$ cat src/rtl/grf_hazard_ctrl_pkg.sv
// Shared encodings, defaults and the stage-tracking record for the decode-stage
// hazard scheduler.
package grf_hazard_ctrl_pkg;

    // Forwarding select encodings for a D-stage source operand
    localparam logic [1:0] FWD_GRF = 2'd0;
    localparam logic [1:0] FWD_E   = 2'd1;
    localparam logic [1:0] FWD_M   = 2'd2;
    localparam logic [1:0] FWD_W   = 2'd3;

    localparam logic [1:0] TUSE_NONE = 2'd3;

    localparam logic [1:0] TNEW_JAL  = 2'd0;
    localparam logic [1:0] TNEW_ALU  = 2'd1;
    localparam logic [1:0] TNEW_LOAD = 2'd2;

    localparam int MULT_CYC_DEF = 5;
    localparam int DIV_CYC_DEF  = 10;
    localparam int CNT_W_DEF    = 4;

    typedef struct packed {
        logic [4:0] dst;
        logic [1:0] tnew;
    } trk_t;

    localparam trk_t TRK_EMPTY = '{dst: 5'd0, tnew: 2'd0};

    // Result latency one stage later; a ready result stays ready
    function automatic logic [1:0] sat_dec(input logic [1:0] x);
        return (x != 2'd0) ? x - 2'd1 : 2'd0;
    endfunction

endpackage

$ cat src/rtl/grf_hazard_ctrl_if.sv
// Decode-stage view of the hazard scheduler: operand/destination descriptors in,
// stall/flush/forward selects and MD busy out.
interface grf_hazard_ctrl_if;

    // Decode presents one instruction every cycle; it issues on a rising edge
    // where stall is low, otherwise it is held and E receives a bubble.
    logic [4:0] rs_D;
    logic [4:0] rt_D;
    logic [1:0] rs_tuse_D;
    logic [1:0] rt_tuse_D;
    logic [4:0] dst_D;
    logic [1:0] tnew_D;
    logic       md_start_D;
    logic       md_div_D;
    logic       md_use_D;

    logic       stall;
    logic       flush_E;
    logic [1:0] fwd_rs;
    logic [1:0] fwd_rt;
    logic       md_busy;

    modport master (
        output rs_D, rt_D, rs_tuse_D, rt_tuse_D, dst_D, tnew_D,
               md_start_D, md_div_D, md_use_D,
        input  stall, flush_E, fwd_rs, fwd_rt, md_busy
    );

    modport slave (
        input  rs_D, rt_D, rs_tuse_D, rt_tuse_D, dst_D, tnew_D,
               md_start_D, md_div_D, md_use_D,
        output stall, flush_E, fwd_rs, fwd_rt, md_busy
    );

endinterface

$ cat src/rtl/grf_hazard_ctrl_md_busy_cnt.sv
// Multiply/divide busy counter: loads the operation latency on issue and counts
// down to zero; busy while nonzero.
module grf_hazard_ctrl_md_busy_cnt
    import grf_hazard_ctrl_pkg::*;
#(
    parameter int MULT_CYC = MULT_CYC_DEF,
    parameter int DIV_CYC  = DIV_CYC_DEF,
    parameter int CNT_W    = CNT_W_DEF
) (
    input  logic clk,
    input  logic reset,
    input  logic load,
    input  logic div,
    output logic busy
);

    logic [CNT_W-1:0] cnt;

    always_ff @(posedge clk or posedge reset) begin
        if (reset) begin
            cnt <= '0;
        end else if (load) begin
            cnt <= div ? CNT_W'(DIV_CYC) : CNT_W'(MULT_CYC);
        end else if (cnt != '0) begin
            cnt <= cnt - CNT_W'(1);
        end
    end

    assign busy = (cnt != '0);

endmodule

$ cat src/rtl/grf_hazard_ctrl.sv
// Decode-stage hazard scheduler: tracks pending writes in E/M/W, derives stall,
// E bubble and forwarding selects, and gates HI/LO users on the MD unit.
module grf_hazard_ctrl
    import grf_hazard_ctrl_pkg::*;
#(
    parameter int MULT_CYC = MULT_CYC_DEF,
    parameter int DIV_CYC  = DIV_CYC_DEF,
    parameter int CNT_W    = CNT_W_DEF
) (
    input  logic               clk,
    input  logic               reset,
    grf_hazard_ctrl_if.slave   bus
);

    trk_t       e_q;
    trk_t       m_q;
    // A W-stage result is always ready, so only its destination is kept
    logic [4:0] w_dst_q;

    logic rs_stall;
    logic rt_stall;
    logic md_stall;
    logic stall_c;
    logic md_busy_w;
    logic md_load;

    function automatic logic hit(input logic [4:0] src, input logic [4:0] dst);
        return (src != 5'd0) && (src == dst);
    endfunction

    // Nearest producer decides: an E match shadows any M match
    function automatic logic data_stall(input logic [4:0] src, input logic [1:0] tuse,
                                        input trk_t e, input trk_t m);
        if (tuse == TUSE_NONE) return 1'b0;
        if (hit(src, e.dst)) return e.tnew > tuse;
        return hit(src, m.dst) && (m.tnew > tuse);
    endfunction

    function automatic logic [1:0] fwd_sel(input logic [4:0] src, input trk_t e,
                                           input trk_t m, input logic [4:0] w_dst);
        if (hit(src, e.dst) && e.tnew == 2'd0) return FWD_E;
        if (hit(src, m.dst) && m.tnew == 2'd0) return FWD_M;
        if (hit(src, w_dst)) return FWD_W;
        return FWD_GRF;
    endfunction

    always_comb begin
        rs_stall = data_stall(bus.rs_D, bus.rs_tuse_D, e_q, m_q);
        rt_stall = data_stall(bus.rt_D, bus.rt_tuse_D, e_q, m_q);
        md_stall = bus.md_use_D && md_busy_w;
        stall_c  = rs_stall || rt_stall || md_stall;
        md_load  = bus.md_start_D && !stall_c;
    end

    assign bus.stall   = stall_c;
    assign bus.flush_E = stall_c;
    assign bus.fwd_rs  = fwd_sel(bus.rs_D, e_q, m_q, w_dst_q);
    assign bus.fwd_rt  = fwd_sel(bus.rt_D, e_q, m_q, w_dst_q);
    assign bus.md_busy = md_busy_w;

    always_ff @(posedge clk or posedge reset) begin
        if (reset) begin
            e_q     <= TRK_EMPTY;
            m_q     <= TRK_EMPTY;
            w_dst_q <= 5'd0;
        end else begin
            w_dst_q <= m_q.dst;
            m_q     <= '{dst: e_q.dst, tnew: sat_dec(e_q.tnew)};
            e_q     <= stall_c ? TRK_EMPTY : '{dst: bus.dst_D, tnew: bus.tnew_D};
        end
    end

    grf_hazard_ctrl_md_busy_cnt #(
        .MULT_CYC (MULT_CYC),
        .DIV_CYC  (DIV_CYC),
        .CNT_W    (CNT_W)
    ) u_md_busy_cnt (
        .clk   (clk),
        .reset (reset),
        .load  (md_load),
        .div   (bus.md_div_D),
        .busy  (md_busy_w)
    );

endmodule

$ cat src/flat_wrapper.sv
// flat-port wrapper written by rule: the top's interface ports become plain ports
module grf_hazard_ctrl_flat import grf_hazard_ctrl_pkg::*;
#(
    parameter int MULT_CYC = MULT_CYC_DEF,
    parameter int DIV_CYC  = DIV_CYC_DEF,
    parameter int CNT_W    = CNT_W_DEF
)
  (clk, reset, bus_rs_D, bus_rt_D, bus_rs_tuse_D, bus_rt_tuse_D, bus_dst_D, bus_tnew_D, bus_md_start_D, bus_md_div_D, bus_md_use_D, bus_stall, bus_flush_E, bus_fwd_rs, bus_fwd_rt, bus_md_busy);
  grf_hazard_ctrl_if bus_i ();
  input  logic clk;
  input  logic reset;
  input wire logic [$bits(bus_i.rs_D)-1:0] bus_rs_D;
  input wire logic [$bits(bus_i.rt_D)-1:0] bus_rt_D;
  input wire logic [$bits(bus_i.rs_tuse_D)-1:0] bus_rs_tuse_D;
  input wire logic [$bits(bus_i.rt_tuse_D)-1:0] bus_rt_tuse_D;
  input wire logic [$bits(bus_i.dst_D)-1:0] bus_dst_D;
  input wire logic [$bits(bus_i.tnew_D)-1:0] bus_tnew_D;
  input wire logic [$bits(bus_i.md_start_D)-1:0] bus_md_start_D;
  input wire logic [$bits(bus_i.md_div_D)-1:0] bus_md_div_D;
  input wire logic [$bits(bus_i.md_use_D)-1:0] bus_md_use_D;
  output wire logic [$bits(bus_i.stall)-1:0] bus_stall;
  output wire logic [$bits(bus_i.flush_E)-1:0] bus_flush_E;
  output wire logic [$bits(bus_i.fwd_rs)-1:0] bus_fwd_rs;
  output wire logic [$bits(bus_i.fwd_rt)-1:0] bus_fwd_rt;
  output wire logic [$bits(bus_i.md_busy)-1:0] bus_md_busy;
  assign bus_i.rs_D = bus_rs_D;
  assign bus_i.rt_D = bus_rt_D;
  assign bus_i.rs_tuse_D = bus_rs_tuse_D;
  assign bus_i.rt_tuse_D = bus_rt_tuse_D;
  assign bus_i.dst_D = bus_dst_D;
  assign bus_i.tnew_D = bus_tnew_D;
  assign bus_i.md_start_D = bus_md_start_D;
  assign bus_i.md_div_D = bus_md_div_D;
  assign bus_i.md_use_D = bus_md_use_D;
  assign bus_stall = bus_i.stall;
  assign bus_flush_E = bus_i.flush_E;
  assign bus_fwd_rs = bus_i.fwd_rs;
  assign bus_fwd_rt = bus_i.fwd_rt;
  assign bus_md_busy = bus_i.md_busy;
  grf_hazard_ctrl #(.MULT_CYC(MULT_CYC), .DIV_CYC(DIV_CYC), .CNT_W(CNT_W)) u_core (.clk(clk), .reset(reset), .bus(bus_i));
endmodule
$ cat config.mk
export PLATFORM = sky130hd
export DESIGN_NAME = grf_hazard_ctrl_flat
export DESIGN_NICKNAME = d
export VERILOG_FILES = /design/src/rtl/grf_hazard_ctrl_pkg.sv /design/src/rtl/grf_hazard_ctrl_if.sv /design/src/rtl/grf_hazard_ctrl_md_busy_cnt.sv /design/src/rtl/grf_hazard_ctrl.sv /design/src/flat_wrapper.sv
export SDC_FILE = /design/constraint.sdc
export NUM_CORES = 1
export LEC_CHECK = 0
export CAP_MARGIN = 15
export CORE_MARGIN = 2
export CORE_UTILIZATION = 29
export CTS_CLUSTER_SIZE = 10
export DETAILED_ROUTE_END_ITERATION = 7
export GPL_ROUTABILITY_DRIVEN = 0
export PLACE_DENSITY = 0.59
export SETUP_SLACK_MARGIN = 0.3
export SLEW_MARGIN = 20
export SYNTH_ARGS = -nofsm -noshare
export SYNTH_HDL_FRONTEND = slang
export SYNTH_SLANG_ARGS = --single-unit
$ cat constraint.sdc
create_clock -name clk -period 5.54 [get_ports clk]
set_clock_uncertainty 0.1 [all_clocks]
set_input_delay 1.108 -clock clk [delete_from_list [all_inputs] [get_ports clk]]
set_output_delay 1.108 -clock clk [all_outputs]
set_load 0.05 [all_outputs]
==> Yosys cells after proc, flatten, opt, wreduce, memory -nomap -nowiden <==
Index checks and enable logic that the tools add are counted.
{ "word_totals": {"register_bits": 23, "in_bits": 26, "word_cells": 87} }
{ "op_classes": {"addsub": 2, "magnitude_cmp": 4, "eq_ne": 8, "muxes": 43, "reduce_logical": 24} }
{ "op_table": {"columns": ["op", "count"], "rows": [
  ["$eq A5 B5 Y1", 6],
  ["$mux W1", 26],
  ["$mux W2", 13],
  ["$logic_and A1 B1 Y1", 14],
  ["$mux W4", 3],
  ["$reduce_bool A5 Y1", 2],
  ["$gt A2 B2 Y1", 4],
  ["$mux W7", 1],
  ["$eq A2 B2 Y1 const B", 2],
  ["$logic_not A2 Y1", 2],
  ["$reduce_bool A2 Y1", 2],
  ["$reduce_bool A4 Y1", 1],
  ["$sub A4 B1 Y4 const B", 1],
  ["$logic_or A1 B1 Y1", 2],
  ["$sub A2 B1 Y2 const B", 1],
  ["$logic_not A1 Y1", 1]
]} }

==> Longest topological paths before layout <==
{ "logic_depth": {"depth_word": 11, "mapped_depth": 10} }

==> Cells and area by module <==
Synthesis repeated with hierarchy kept, for this count alone.
{ "unflattened": {"hier_cells": 153, "hier_area_um2": 1565.3} }
{ "modules_own_cells": {"columns": ["module", "instances", "cells_each", "area_per_inst_um2"], "rows": [
  ["grf_hazard_ctrl", 1, 125, 1302.5],
  ["grf_hazard_ctrl_md_busy_cnt", 1, 28, 262.8]
]} }

==> Worst setup path before layout <==
Ideal clock, no wire load.
{ "synth_path": {"path_kind": "input to output", "startpoint": "input bus_rt_tuse_D[1]", "endpoint": "output bus_stall", "arrival_time_ps": 2934, "required_time_ps": 4332, "setup_slack_ps": 1398, "cell_stages": 8, "path_buffers": 2, "cell_sequence": "inv_1 > ha_1 > a22o_2 > or4b_4 > and4_4 > buf_6 > inv_2 > buf_4"} }
{ "synth_between": {"elab_chain_cells": 6, "word_cells_on_any_way": 10, "cone_classes": "2 x order compare; 1 x eq/ne; 4 x mux; 3 x reduce/logical"} }
{ "synth_rtl": {"columns": ["item", "line_no", "source"], "rows": [
  ["from (decl)", "flat_wrapper.sv:15", "input wire logic [$bits(bus_i.rt_tuse_D)-1:0] bus_rt_tuse_D;"],
  ["$gt A2 B2 Y1 (on tied branches)", "grf_hazard_ctrl.sv:35, grf_hazard_ctrl.sv:36", null],
  ["$mux W1 / $logic_and A1 B1 Y1 (equally long branches)", "grf_hazard_ctrl.sv:35, grf_hazard_ctrl.sv:36", null],
  ["$mux W1", "grf_hazard_ctrl.sv:36", "return hit(src, m.dst) && (m.tnew > tuse);"],
  ["$mux W1 (*)", "grf_hazard_ctrl.sv:35", "if (hit(src, e.dst)) return e.tnew > tuse;"],
  ["$logic_or A1 B1 Y1 (*) (2 in a row)", "grf_hazard_ctrl.sv:51", "stall_c = rs_stall || rt_stall || md_stall;"],
  ["to (decl)", "flat_wrapper.sv:21", "output wire logic [$bits(bus_i.stall)-1:0] bus_stall;"]
]} }
Mark *: on every way between the ends. The rest lies on a longest branch, timed or not.

==> Final worst setup path <==
Ends and elaborated chain as after synthesis.

==> key figures <==
Pwr
  • Static Leakage: 0.0008704 uW
  • Power per cell area: 294.7 nW/um2
  • Max VDD drop: around 0.00017 V

Detailed routing
  • Total Wirelength: approximately 3000 um
  • DR WL/cell: about 12 um
  • Total number of vias: 1,100
  • Starting DRT DRC Count: between 60 and 70
  • Vias per cell: about 4.3
  • First-pass DRT Iterations: 4
  • # DRC: 0
  • Remaining antenna violation count: 0

STA
  • RSZ-0062 raised after global routing: false
  • Maximum clock rate: 197.8 MHz
  • Slew HR: between 40% and 50%
  • Max Slew Vio Count: 0
  • Endpoints failing setup: 0
  • Final WS setup: 485.6 ps
  • Setup TNS: 0 ps
  • Post-route minimum period: 5054 ps
  • Final hold violations: 0
  • Final worst path period share: 91.24%
  • Worst Tran Pin Value: 841.5 ps
  • Fin Hold WS: between 300 and 400 ps

Layout
  • Multi-input logic area: 913.4 um2
  • Reg area: 575.6 um2
  • Area grow syn2layout: 27.96%
  • Highest-count cells in the layout ignoring fill and taps: 32 x clkdlybuf4s50_1, 23 x dfrtp_1, 17 x xnor2_1
  • Fillers: around 550
  • Layout cells sized above 1: 11.89%
  • Final #Nets: around 220
  • Inserted Diodes: 0
  • Final Core Density: 38.66%
  • Finished Layout Cells: 255
  • Most common cell after layout, fill and taps aside: clkdlybuf4s50_1

Die
  • Die area: between 5000 and 6000 um2
  • Initial Util: 30.21%
  • Die height: between 70 and 80 um
  • CORE AREA: 5140 um2
  • Top Ports: 33
  • FP Rows: 26
  • Die X: 77.17 um

Clocking
  • CTS Root Cell: clkbuf_8
  • Post-CTS resize count: 0
  • # Post-CTS Setup Buffers: 0
  • CTS tree: built
  • Clock latency on the worst-skew pair: roughly 250 ps
  • TritonCTS Buffers: 3
  • H-tree levels: 1
  • Clk slew on worst S/H paths: 70 ps
  • CTS Hold Bufs: 0
  • Sink Count: 23
  • Longest Clk Path Bufs: 2

Critical path
  • CP Class: in -> out
  • Worst Path Required: 4330 ps
  • FF-to-FF path depth: 5
  • Slowest stage delay, CP: 790 ps
  • Worst-path cell chain: clkdlybuf4s50_1 > inv_1 > ha_1 > a22o_2 > or4b_4 > and4_4 > inv_2 > clkdlybuf4s50_1
  • Slowest library cell on the worst path: clkdlybuf4s50_1
  • Crit-path most repeated cell: clkdlybuf4s50_1
  • CP endpoint kind: output port
  • CP Launch Type: primary input
  • Arrival time worst endpoint: 3850 ps
  • CP max FO: 8

Synthesis
  • FFs w/ async S/R, synth: 100.0%
  • Post-Synthesis Cells: 151
  • Top_reg_cell synth: dfrtp_1
  • Syn Nets: 187
  • Yosys warning count: 0
  • Synth Area per Inst: 10.28 um2
  • Synth unique cells: 39
  • Seq/Total Area, Yosys: 37.07%
  • Post-synth EDFFs: 0
  • Count of state elements after synthesis: 23
  • Synthesized area: 1553 um2

Placement
  • DP Worst Slack: 503.1 ps
  • Buffers on Ports: 32
  • Cell total after placement: 251
  • DP Wirelength: about 2600 um

Global route
  • Gr ovfl total: 0
  • Overall Global Routing Usage: 11.02%
  • Vias in the first global route: between 1,000 and 1,500
  • Global-route wire length before repair: between 5000 and 6000 um
  • Initial antenna violation count: 0
  • Largest net degree at the start of global routing: 24

Worst hold path
  • Cell depth of the worst hold path: 0
  • Worst min path class: reg -> reg

Run status
  • Outcome: complete, no violations

Run
  • Max-Cap Viols: 0
[cells by family after synthesis]
logic type / after synthesis / share of synthesized area [%]
AOI/OAI and AO/OA: 16 / 7.574
xor gates and xnor gates: 32 / 18.05
muxes: 4 / 2.740
and+or+nand+nor: 52 / 22.40
DFF: 23 / 37.07
buffers and inverters: 14 / 4.110
adders and majority gates: 10 / 8.058
[flip-flops by register name, indices dropped and copies added, names as in the netlist]
| register | flops |
|---|---|
| u_core.m_q | 7 |
| u_core.u_md_busy_cnt.cnt | 4 |
| u_core.e_q | 7 |
| u_core.w_dst_q | 5 |
[final timing paths]
check	to	slack [ps]	start
worst max-delay path	bus_stall	490	bus_rt_tuse_D[1]
worst min-delay path	u_core.w_dst_q[2]	350	u_core.m_q[4]
worst max register to register	u_core.u_md_busy_cnt.cnt[3]	3320	u_core.m_q[1]
worst min register to register	u_core.w_dst_q[2]	350	u_core.m_q[4]
max in group asynchronous	u_core.m_q[6]	3600	reset
min in group asynchronous	u_core.e_q[1]	1220	reset
[report_power, final]
group | switching (uW) | internal, uW
clock | 45.3 | 51.1
combinational | 128 | 123
sequential | 34.5 | 204
total | 208 | 378
[worst max-delay path, delay by kind of cell]
family	cells	cell delay (ps)
fa+ha+maj	1	310
simple gates	2	740
buf+inv	4	1430
compound gates	1	260
[area by class of cell]
cell class | instances | area share (%)
timing repair buffer | 32 | 16.12
multi-input combinational | 114 | 45.97
tap | 70 | 4.408
clock buffer | 4 | 2.267
sequential | 23 | 28.97
inverter | 12 | 2.267
[layer usage]
layer / share of wire, % / vias to the layer above / track usage (%) / routed length, um
met1: 48 / 503 / 14.41 / 1468
met5: 0 / - / 0 / 0
met2: 47 / 18 / 18.35 / 1431
li1: - / 577 / - / -
met4: 0.76 / 0 / 3.750 / 23
met3: 3.4 / 2 / 1.882 / 104
[Yosys cell counts, drive strengths merged, types with 3 or more instances]
library cell,number,area [um2]
a21oi,4,20.02
and2,10,80.08
dfrtp,23,575.6
ha,10,125.1
inv,12,45.04
nand2,11,41.29
nand3,4,25.02
nor2,9,41.29
nor3,5,25.02
nor4,3,33.78
o21ai,4,23.77
xnor2,17,148.9
xor2,15,131.4
[per-stage QoR]
step | cell area (um2) | power, uW
6_report | 1987 | 585.5
5_1_grt | 1987 | 633.3
4_1_cts | 1987 | 595.8
3_5_place_dp | 1942 | 496.0
3_3_place_gp | 1942 | 492.9
2_1_floorplan | 1553 | 426.3
No activity file was read; power rests on OpenSTA's default activity.
